File: config.mk
export PLATFORM = sky130hd
export DESIGN_NAME = mc_ctrl_flat
export DESIGN_NICKNAME = d
export VERILOG_FILES = /design/src/rtl/mc_ctrl_if.sv /design/src/rtl/mc_ctrl.sv /design/src/flat_wrapper.sv
export SDC_FILE = /design/constraint.sdc
export NUM_CORES = 1
export LEC_CHECK = 0
export CAP_MARGIN = 20
export CORE_ASPECT_RATIO = 0.9
export CORE_MARGIN = 2
export CORE_UTILIZATION = 41
export CTS_CLUSTER_DIAMETER = 100
export CTS_CLUSTER_SIZE = 10
export DETAILED_ROUTE_END_ITERATION = 12
export PLACE_DENSITY = 0.8
export SETUP_SLACK_MARGIN = 0.2
export SLEW_MARGIN = 20
export SYNTH_ARGS = -nofsm -noshare
export SYNTH_HDL_FRONTEND = slang
export SYNTH_SLANG_ARGS = --single-unit
File: constraint.sdc
create_clock -name clk -period 2.3 [get_ports clk]
set_input_delay 0.46 -clock clk [delete_from_list [all_inputs] [get_ports clk]]
set_output_delay 0.46 -clock clk [all_outputs]
set_load 0.02 [all_outputs]
File: src/rtl/mc_ctrl_if.sv
// Control bus between the multicycle controller and the datapath: instruction
// fields and status flags in, datapath strobes and selects out.
interface mc_ctrl_if;
  logic [5:0] op;
  logic [5:0] func;
  logic       zero;
  logic       mem_ack;
  logic       mem_req;
  logic       mem_we;
  logic       ir_we;
  logic       pc_we;
  logic [1:0] npc_sel;
  logic       reg_we;
  logic [1:0] reg_dst;
  logic [1:0] wd_sel;
  logic [1:0] alu_op;
  logic       ext_op;
  logic       retire;
  logic       illegal;

  modport master (
    input  op, func, zero, mem_ack,
    output mem_req, mem_we, ir_we, pc_we, npc_sel, reg_we, reg_dst,
           wd_sel, alu_op, ext_op, retire, illegal
  );

  modport slave (
    output op, func, zero, mem_ack,
    input  mem_req, mem_we, ir_we, pc_we, npc_sel, reg_we, reg_dst,
           wd_sel, alu_op, ext_op, retire, illegal
  );
endinterface

File: src/rtl/mc_ctrl.sv
// Multicycle MIPS-subset controller: FETCH/DECODE/EXEC/MEM/WB state machine
// with Mealy-style strobes derived from state, opcode, zero and mem_ack.
module mc_ctrl (
  input  logic        clk,
  input  logic        reset,
  mc_ctrl_if.master   bus
);

  typedef enum logic [2:0] {
    FETCH  = 3'd0,
    DECODE = 3'd1,
    EXEC   = 3'd2,
    MEM    = 3'd3,
    WB     = 3'd4
  } state_t;

  typedef enum logic [3:0] {
    I_ADDU, I_SUBU, I_JR, I_ORI, I_LUI, I_LW, I_SW, I_BEQ, I_J, I_JAL, I_ILL
  } instr_t;

  state_t state, state_next;
  instr_t instr;

  // Classify the held instruction once so the FSM logic only sees classes.
  always_comb begin
    instr = I_ILL;
    case (bus.op)
      6'b000000: begin
        case (bus.func)
          6'b100001: instr = I_ADDU;
          6'b100011: instr = I_SUBU;
          6'b001000: instr = I_JR;
          default:   instr = I_ILL;
        endcase
      end
      6'b001101: instr = I_ORI;
      6'b001111: instr = I_LUI;
      6'b100011: instr = I_LW;
      6'b101011: instr = I_SW;
      6'b000100: instr = I_BEQ;
      6'b000010: instr = I_J;
      6'b000011: instr = I_JAL;
      default:   instr = I_ILL;
    endcase
  end

  always_ff @(posedge clk) begin
    if (reset) state <= FETCH;
    else       state <= state_next;
  end

  always_comb begin
    state_next = FETCH;
    case (state)
      FETCH:  state_next = bus.mem_ack ? DECODE : FETCH;
      DECODE: begin
        case (instr)
          I_J, I_JAL, I_JR, I_ILL: state_next = FETCH;
          default:                 state_next = EXEC;
        endcase
      end
      EXEC: begin
        case (instr)
          I_BEQ:      state_next = FETCH;
          I_LW, I_SW: state_next = MEM;
          default:    state_next = WB;
        endcase
      end
      MEM: begin
        if (!bus.mem_ack)       state_next = MEM;
        else if (instr == I_SW) state_next = FETCH;
        else                    state_next = WB;
      end
      WB:      state_next = FETCH;
      default: state_next = FETCH;
    endcase
  end

  // Reset forces every strobe low so an abandoned instruction never commits.
  always_comb begin
    bus.mem_req = 1'b0;
    bus.mem_we  = 1'b0;
    bus.ir_we   = 1'b0;
    bus.pc_we   = 1'b0;
    bus.npc_sel = 2'd0;
    bus.reg_we  = 1'b0;
    bus.reg_dst = 2'd0;
    bus.wd_sel  = 2'd0;
    bus.alu_op  = 2'd0;
    bus.ext_op  = 1'b0;
    bus.retire  = 1'b0;
    bus.illegal = 1'b0;
    if (!reset) begin
      case (state)
        FETCH: begin
          bus.mem_req = 1'b1;
          bus.ir_we   = bus.mem_ack;
        end
        DECODE: begin
          case (instr)
            I_J: begin
              bus.pc_we   = 1'b1;
              bus.npc_sel = 2'd2;
              bus.retire  = 1'b1;
            end
            I_JAL: begin
              bus.pc_we   = 1'b1;
              bus.npc_sel = 2'd2;
              bus.retire  = 1'b1;
              bus.reg_we  = 1'b1;
              bus.reg_dst = 2'd2;
              bus.wd_sel  = 2'd2;
            end
            I_JR: begin
              bus.pc_we   = 1'b1;
              bus.npc_sel = 2'd3;
              bus.retire  = 1'b1;
            end
            I_ILL: begin
              bus.illegal = 1'b1;
              bus.pc_we   = 1'b1;
              bus.retire  = 1'b1;
            end
            default: ;
          endcase
        end
        EXEC: begin
          case (instr)
            I_SUBU, I_BEQ: bus.alu_op = 2'd1;
            I_ORI:         bus.alu_op = 2'd2;
            I_LUI:         bus.alu_op = 2'd3;
            default:       bus.alu_op = 2'd0;
          endcase
          bus.ext_op = (instr == I_LW) || (instr == I_SW) || (instr == I_BEQ);
          if (instr == I_BEQ) begin
            bus.pc_we   = 1'b1;
            bus.retire  = 1'b1;
            bus.npc_sel = bus.zero ? 2'd1 : 2'd0;
          end
        end
        MEM: begin
          bus.mem_req = 1'b1;
          bus.mem_we  = (instr == I_SW);
          bus.ext_op  = 1'b1;
          if (bus.mem_ack && instr == I_SW) begin
            bus.pc_we  = 1'b1;
            bus.retire = 1'b1;
          end
        end
        WB: begin
          bus.reg_we = 1'b1;
          bus.pc_we  = 1'b1;
          bus.retire = 1'b1;
          case (instr)
            I_LW:   bus.wd_sel  = 2'd1;
            I_ADDU: bus.reg_dst = 2'd1;
            I_SUBU: begin
              bus.reg_dst = 2'd1;
              bus.alu_op  = 2'd1;
            end
            I_ORI:  bus.alu_op = 2'd2;
            I_LUI:  bus.alu_op = 2'd3;
            default: ;
          endcase
        end
        default: ;
      endcase
    end
  end

endmodule

File: src/flat_wrapper.sv
// flat-port wrapper written by rule: the top's interface ports become plain ports
module mc_ctrl_flat 
  (clk, reset, bus_op, bus_func, bus_zero, bus_mem_ack, bus_mem_req, bus_mem_we, bus_ir_we, bus_pc_we, bus_npc_sel, bus_reg_we, bus_reg_dst, bus_wd_sel, bus_alu_op, bus_ext_op, bus_retire, bus_illegal);
  mc_ctrl_if bus_i ();
  input  logic clk;
  input  logic reset;
  input wire logic [$bits(bus_i.op)-1:0] bus_op;
  input wire logic [$bits(bus_i.func)-1:0] bus_func;
  input wire logic [$bits(bus_i.zero)-1:0] bus_zero;
  input wire logic [$bits(bus_i.mem_ack)-1:0] bus_mem_ack;
  output wire logic [$bits(bus_i.mem_req)-1:0] bus_mem_req;
  output wire logic [$bits(bus_i.mem_we)-1:0] bus_mem_we;
  output wire logic [$bits(bus_i.ir_we)-1:0] bus_ir_we;
  output wire logic [$bits(bus_i.pc_we)-1:0] bus_pc_we;
  output wire logic [$bits(bus_i.npc_sel)-1:0] bus_npc_sel;
  output wire logic [$bits(bus_i.reg_we)-1:0] bus_reg_we;
  output wire logic [$bits(bus_i.reg_dst)-1:0] bus_reg_dst;
  output wire logic [$bits(bus_i.wd_sel)-1:0] bus_wd_sel;
  output wire logic [$bits(bus_i.alu_op)-1:0] bus_alu_op;
  output wire logic [$bits(bus_i.ext_op)-1:0] bus_ext_op;
  output wire logic [$bits(bus_i.retire)-1:0] bus_retire;
  output wire logic [$bits(bus_i.illegal)-1:0] bus_illegal;
  assign bus_i.op = bus_op;
  assign bus_i.func = bus_func;
  assign bus_i.zero = bus_zero;
  assign bus_i.mem_ack = bus_mem_ack;
  assign bus_mem_req = bus_i.mem_req;
  assign bus_mem_we = bus_i.mem_we;
  assign bus_ir_we = bus_i.ir_we;
  assign bus_pc_we = bus_i.pc_we;
  assign bus_npc_sel = bus_i.npc_sel;
  assign bus_reg_we = bus_i.reg_we;
  assign bus_reg_dst = bus_i.reg_dst;
  assign bus_wd_sel = bus_i.wd_sel;
  assign bus_alu_op = bus_i.alu_op;
  assign bus_ext_op = bus_i.ext_op;
  assign bus_retire = bus_i.retire;
  assign bus_illegal = bus_i.illegal;
  mc_ctrl u_core (.clk(clk), .reset(reset), .bus(bus_i));
endmodule
==> results of run 1 <==
## cells by family after synthesis
logic type	count (synthesis)	share of synthesized area
compound gates	23	0.2379
xor+xnor	1	0.01261
flops	3	0.08649
buf+inv	12	0.09368
simple gates	62	0.5406
mux	2	0.02883
## through the flow
| step | util | hold WS [ns] |
|---|---|---|
| floorplan | - | 0.5902 |
| global placement | 0.7857 | 0.6845 |
| detailed placement | 0.7857 | 0.7129 |
==> flow_metrics.tcl, run 1 <==
set metrics [dict create \
    outcome "did not finish" \
    haltStage "clock tree synthesis (4_1_cts)" \
    error "[ERROR DPL-0033] detailed placement checks failed during check placement." \
    synth-edff-count 0 \
    synthFlopType "dfxtp_1" \
    synthCells 103 \
    cts.path.max_buffers 2 \
    synth-seq-cells 3 \
    cts_buffers 3 \
    synth_area_leaders "dfxtp_1 (8.6%), nor3_1 (7.9%), nor2_1 (6.5%)" \
    yosys.cell_types.count 45 \
    postCtsSetupRepairBufs 12 \
    row_count 14 \
    synth-seq-area-share 0.08649 \
    gp_congestion 0.9198 \
    syn_nets 119 \
    ys_warn_count 0 \
    die_h_um 43.04 \
    synth.cell_area_um2 694.4 \
    cts-resized-gates 168 \
    synthMostInstantiatedCell "nor2_1" \
    io_pins 32 \
    dp_worst_setup_slack_ns -1.005 \
    hpwl_um 2190 \
    synthArstFlopShare 0 \
    htree_levels 1 \
    start_util 0.4263 \
    root_buffer "clkbuf_4" \
    clock-sinks 3 \
    yosys.area.top_type "dfxtp_1" \
    cts_hold_buf 0 \
    syn_avg_cell_area_um2 6.742 \
    die_w_um 47.38 \
    portBuffers 31 \
    place_area_um2 1280 \
    placed_cells 187 \
    yosys-top-cells-count "nor2_1 (12), nor3_1 (11), nand2_1 (9)" \
    synth_top_area_share 0.08649 \
]
==> inputs of run 2 (changes only) <==
--- a/config.mk
+++ b/config.mk
@@ -6,14 +6,10 @@
 export NUM_CORES = 1
 export LEC_CHECK = 0
 export CAP_MARGIN = 20
-export CORE_ASPECT_RATIO = 0.9
-export CORE_MARGIN = 2
-export CORE_UTILIZATION = 41
-export CTS_CLUSTER_DIAMETER = 100
-export CTS_CLUSTER_SIZE = 10
+export CORE_AREA = 2 2 63 65
 export DETAILED_ROUTE_END_ITERATION = 12
-export PLACE_DENSITY = 0.8
-export SETUP_SLACK_MARGIN = 0.2
+export DIE_AREA = 0 0 65 67
+export PLACE_DENSITY_LB_ADDON = 0.15
 export SLEW_MARGIN = 20
 export SYNTH_ARGS = -nofsm -noshare
 export SYNTH_HDL_FRONTEND = slang
==> run 2 against run 1 <==
The flow now finishes, with violations (negative setup slack); area after synthesis unchanged; synthesized cell count is the same.
==> flow_metrics.tcl, run 2 <==
set metrics [dict create \
    synthMostInstantiatedCell "nor2_1" \
    synthArstFlopShare 0 \
    worstSkewPairLatency_ns 0.21 \
    core-area_um2 3606 \
    grt_pass1_vias 1057 \
    synth_top_family_by_area "simple AND/OR/NAND/NOR gates" \
    rr_startpoint "u_core.state[2]" \
    synth-seq-area-share 0.08649 \
    fill_cells 360 \
    rsz0062_at_grt "yes" \
    r2r_end "u_core.state[1]" \
    synth.cell_area_um2 694.4 \
    cts_tree "built" \
    yosys.cell_types.count 45 \
    reg.largest.list "u_core.state x3" \
    cap_violations 0 \
    fmax_ghz 0.3978 \
    die_w_um 65 \
    worstSetupEndpoint "bus_reg_dst[0]" \
    start_kind "input port" \
    portBuffers 31 \
    synth_mux_area_frac 0.02883 \
    failed_checks "negative setup slack" \
    clkTransAtPathRegs_ns 0.03 \
    setup_tns_ns -0.6592 \
    routed_wl_um 2880 \
    finalSetupViolations 5 \
    grt.total_usage 0.1417 \
    syn_avg_cell_area_um2 6.742 \
    grt_pass1_wl_um 4816 \
    finalHoldViolCount 0 \
    die_h_um 67 \
    endpoint_kind "output pin" \
    layout_commonest_cell "buf_4" \
    crit_start "reset" \
    ys_warn_count 0 \
    wl_per_cell_um 12.52 \
    synth-xor-area-share 0.01261 \
    path_class "input port to output pin" \
    multi_input_area_um2 773.2 \
    drc 0 \
    drtAntennaViolNets 0 \
    area_growth_pct 137.7 \
    crit_arrival_ns 2.05 \
    drt_pass1_iterations 4 \
    n_antenna_cell 0 \
    drtIter0Drc 35 \
    crit_required_ns 1.84 \
    final_cell_mix "buf_4 (50), buf_6 (11), nand2_1 (8), nor2_1 (8), buf_2 (6)" \
    io_pins 32 \
    synth_compound_area_frac 0.2378 \
    via_per_inst 4.630 \
    cts_buffers 3 \
    worst_slack_ns -0.2138 \
    maxSlewHeadroom 0.8156 \
    antenna_found_initial 0 \
    rr_worst_depth 6 \
    layout_min_cycle_time_ns 2.514 \
    row_count 22 \
    yosys-top-cells-count "nor2_1 (12), nor3_1 (11), nand2_1 (9)" \
    synth_top_area_share 0.08649 \
    ff_latch_area_um2 60.06 \
    synth_fa_ha_area_frac 0 \
    outcome "complete, but fails checks" \
    synthCells 103 \
    start_util 0.1926 \
    synthFlopType "dfxtp_1" \
    htree_levels 1 \
    root_buffer "clkbuf_8" \
    synth_area_leaders "dfxtp_1 (8.6%), nor3_1 (7.9%), nor2_1 (6.5%)" \
    hpwl_um 2146 \
    gp_congestion 0.8291 \
    dp_worst_setup_slack_ns -1.040 \
    crit_fanout 2 \
    grt-ovfl-total 0 \
    maxSlewViolCount 0 \
    cts.path.max_buffers 2 \
    syn_nets 119 \
    post-route-period-util 1.093 \
    nNetsFinal 199 \
    synth_simple_gate_area_frac 0.5405 \
    top_register "u_core.state" \
    p_leak_nw 0.7403 \
    p_per_area_nw_per_um2 242.3 \
    peakVddDrop_uv 81.36 \
    yosys.area.top_type "dfxtp_1" \
    tightest_slew_ns 0.2746 \
    skew_ns 0.0007885 \
    grt_max_degree 10 \
    dieArea_um2 4355 \
    hold_path_class "flop to flop" \
    synth-seq-cells 3 \
    largest_reg_flops 3 \
    synth-edff-count 0 \
    cts_hold_buf 0 \
    r2r_slack_ns 1.03 \
    vias 1065 \
    clock-sinks 3 \
    drive_above_1_share 0.5879 \
]
-- run 2: area by class of cell --
class / instances / area share
Multi-Input combinational cell: 88 / 0.4685
Timing Repair Buffer: 83 / 0.4223
Tap cell: 48 / 0.03639
Clock buffer: 4 / 0.02729
Sequential cell: 3 / 0.03639
Inverter: 4 / 0.009098
-- run 2: how the worst min path moves through the flow --
stage	slack, ns	startpoint	endpoint	depth (start not counted)
6_report	0.81	u_core.state[1]	u_core.state[0]	3
5_1_grt	0.85	u_core.state[1]	u_core.state[0]	3
4_1_cts	0.79	u_core.state[1]	u_core.state[0]	3
3_5_place_dp	0.73	u_core.state[1]	u_core.state[0]	3
3_3_place_gp	0.72	u_core.state[1]	u_core.state[0]	3
2_1_floorplan	0.59	u_core.state[1]	u_core.state[0]	2
-- run 2: metrics by stage --
step	total power, W	instance area (um2)	std cells	utilization	hold WS, ns
5_1_grt	0.0004250	1650	230	0.4577	0.8517
2_1_floorplan	0.0001215	711.9	103	-	0.5902
3_3_place_gp	0.0002087	1351	217	0.3747	0.7240
4_1_cts	0.0003886	1587	226	0.4400	0.7882
3_5_place_dp	0.0002091	1351	217	0.3747	0.7280
6_report	0.0003999	1650	230	0.4577	0.8085
-- run 2: logic make-up (layout without fill, tap and decap cells) --
logic type | after synthesis | in the layout
compound gates | 23 | 23
flops | 3 | 3
xor+xnor | 1 | 1
mux | 2 | 2
simple gates | 62 | 62
buf+inv | 12 | 91
-- run 2: layer usage --
metal / part of all wire / global-route usage
met4: 0.0059 / 0.03191
met1: 0.45 / 0.1772
met2: 0.51 / 0.2577
met3: 0.039 / 0.01689
met5: 0 / 0
-- run 2: where the power goes --
part | switching (W) | leakage (nW) | total, W | internal [W]
Clock | 0.0000345 | 0.0228 | 0.000153 | 0.000118
Sequential | 0.000000978 | 0.0244 | 0.0000547 | 0.0000537
Combinational | 0.0000888 | 0.693 | 0.000193 | 0.000104
-- run 2: critical path, stage by stage --
cell and delay, ns:
clkdlybuf4s50_1 0.43, nor2_1 0.17, nand2_1 0.11, or4_1 0.47, nor3_1 0.20, buf_2 0.21
-- run 2: repair_timing --
| item | in CTS | in global routing |
|---|---|---|
| setup buffers | 6 | 4 |
| resized for setup | 146 | 17 |
| pin swaps | 15 | 10 |
| endpoints found under the setup margin | 16 | 14 |
(Power assumes the default switching activity.)
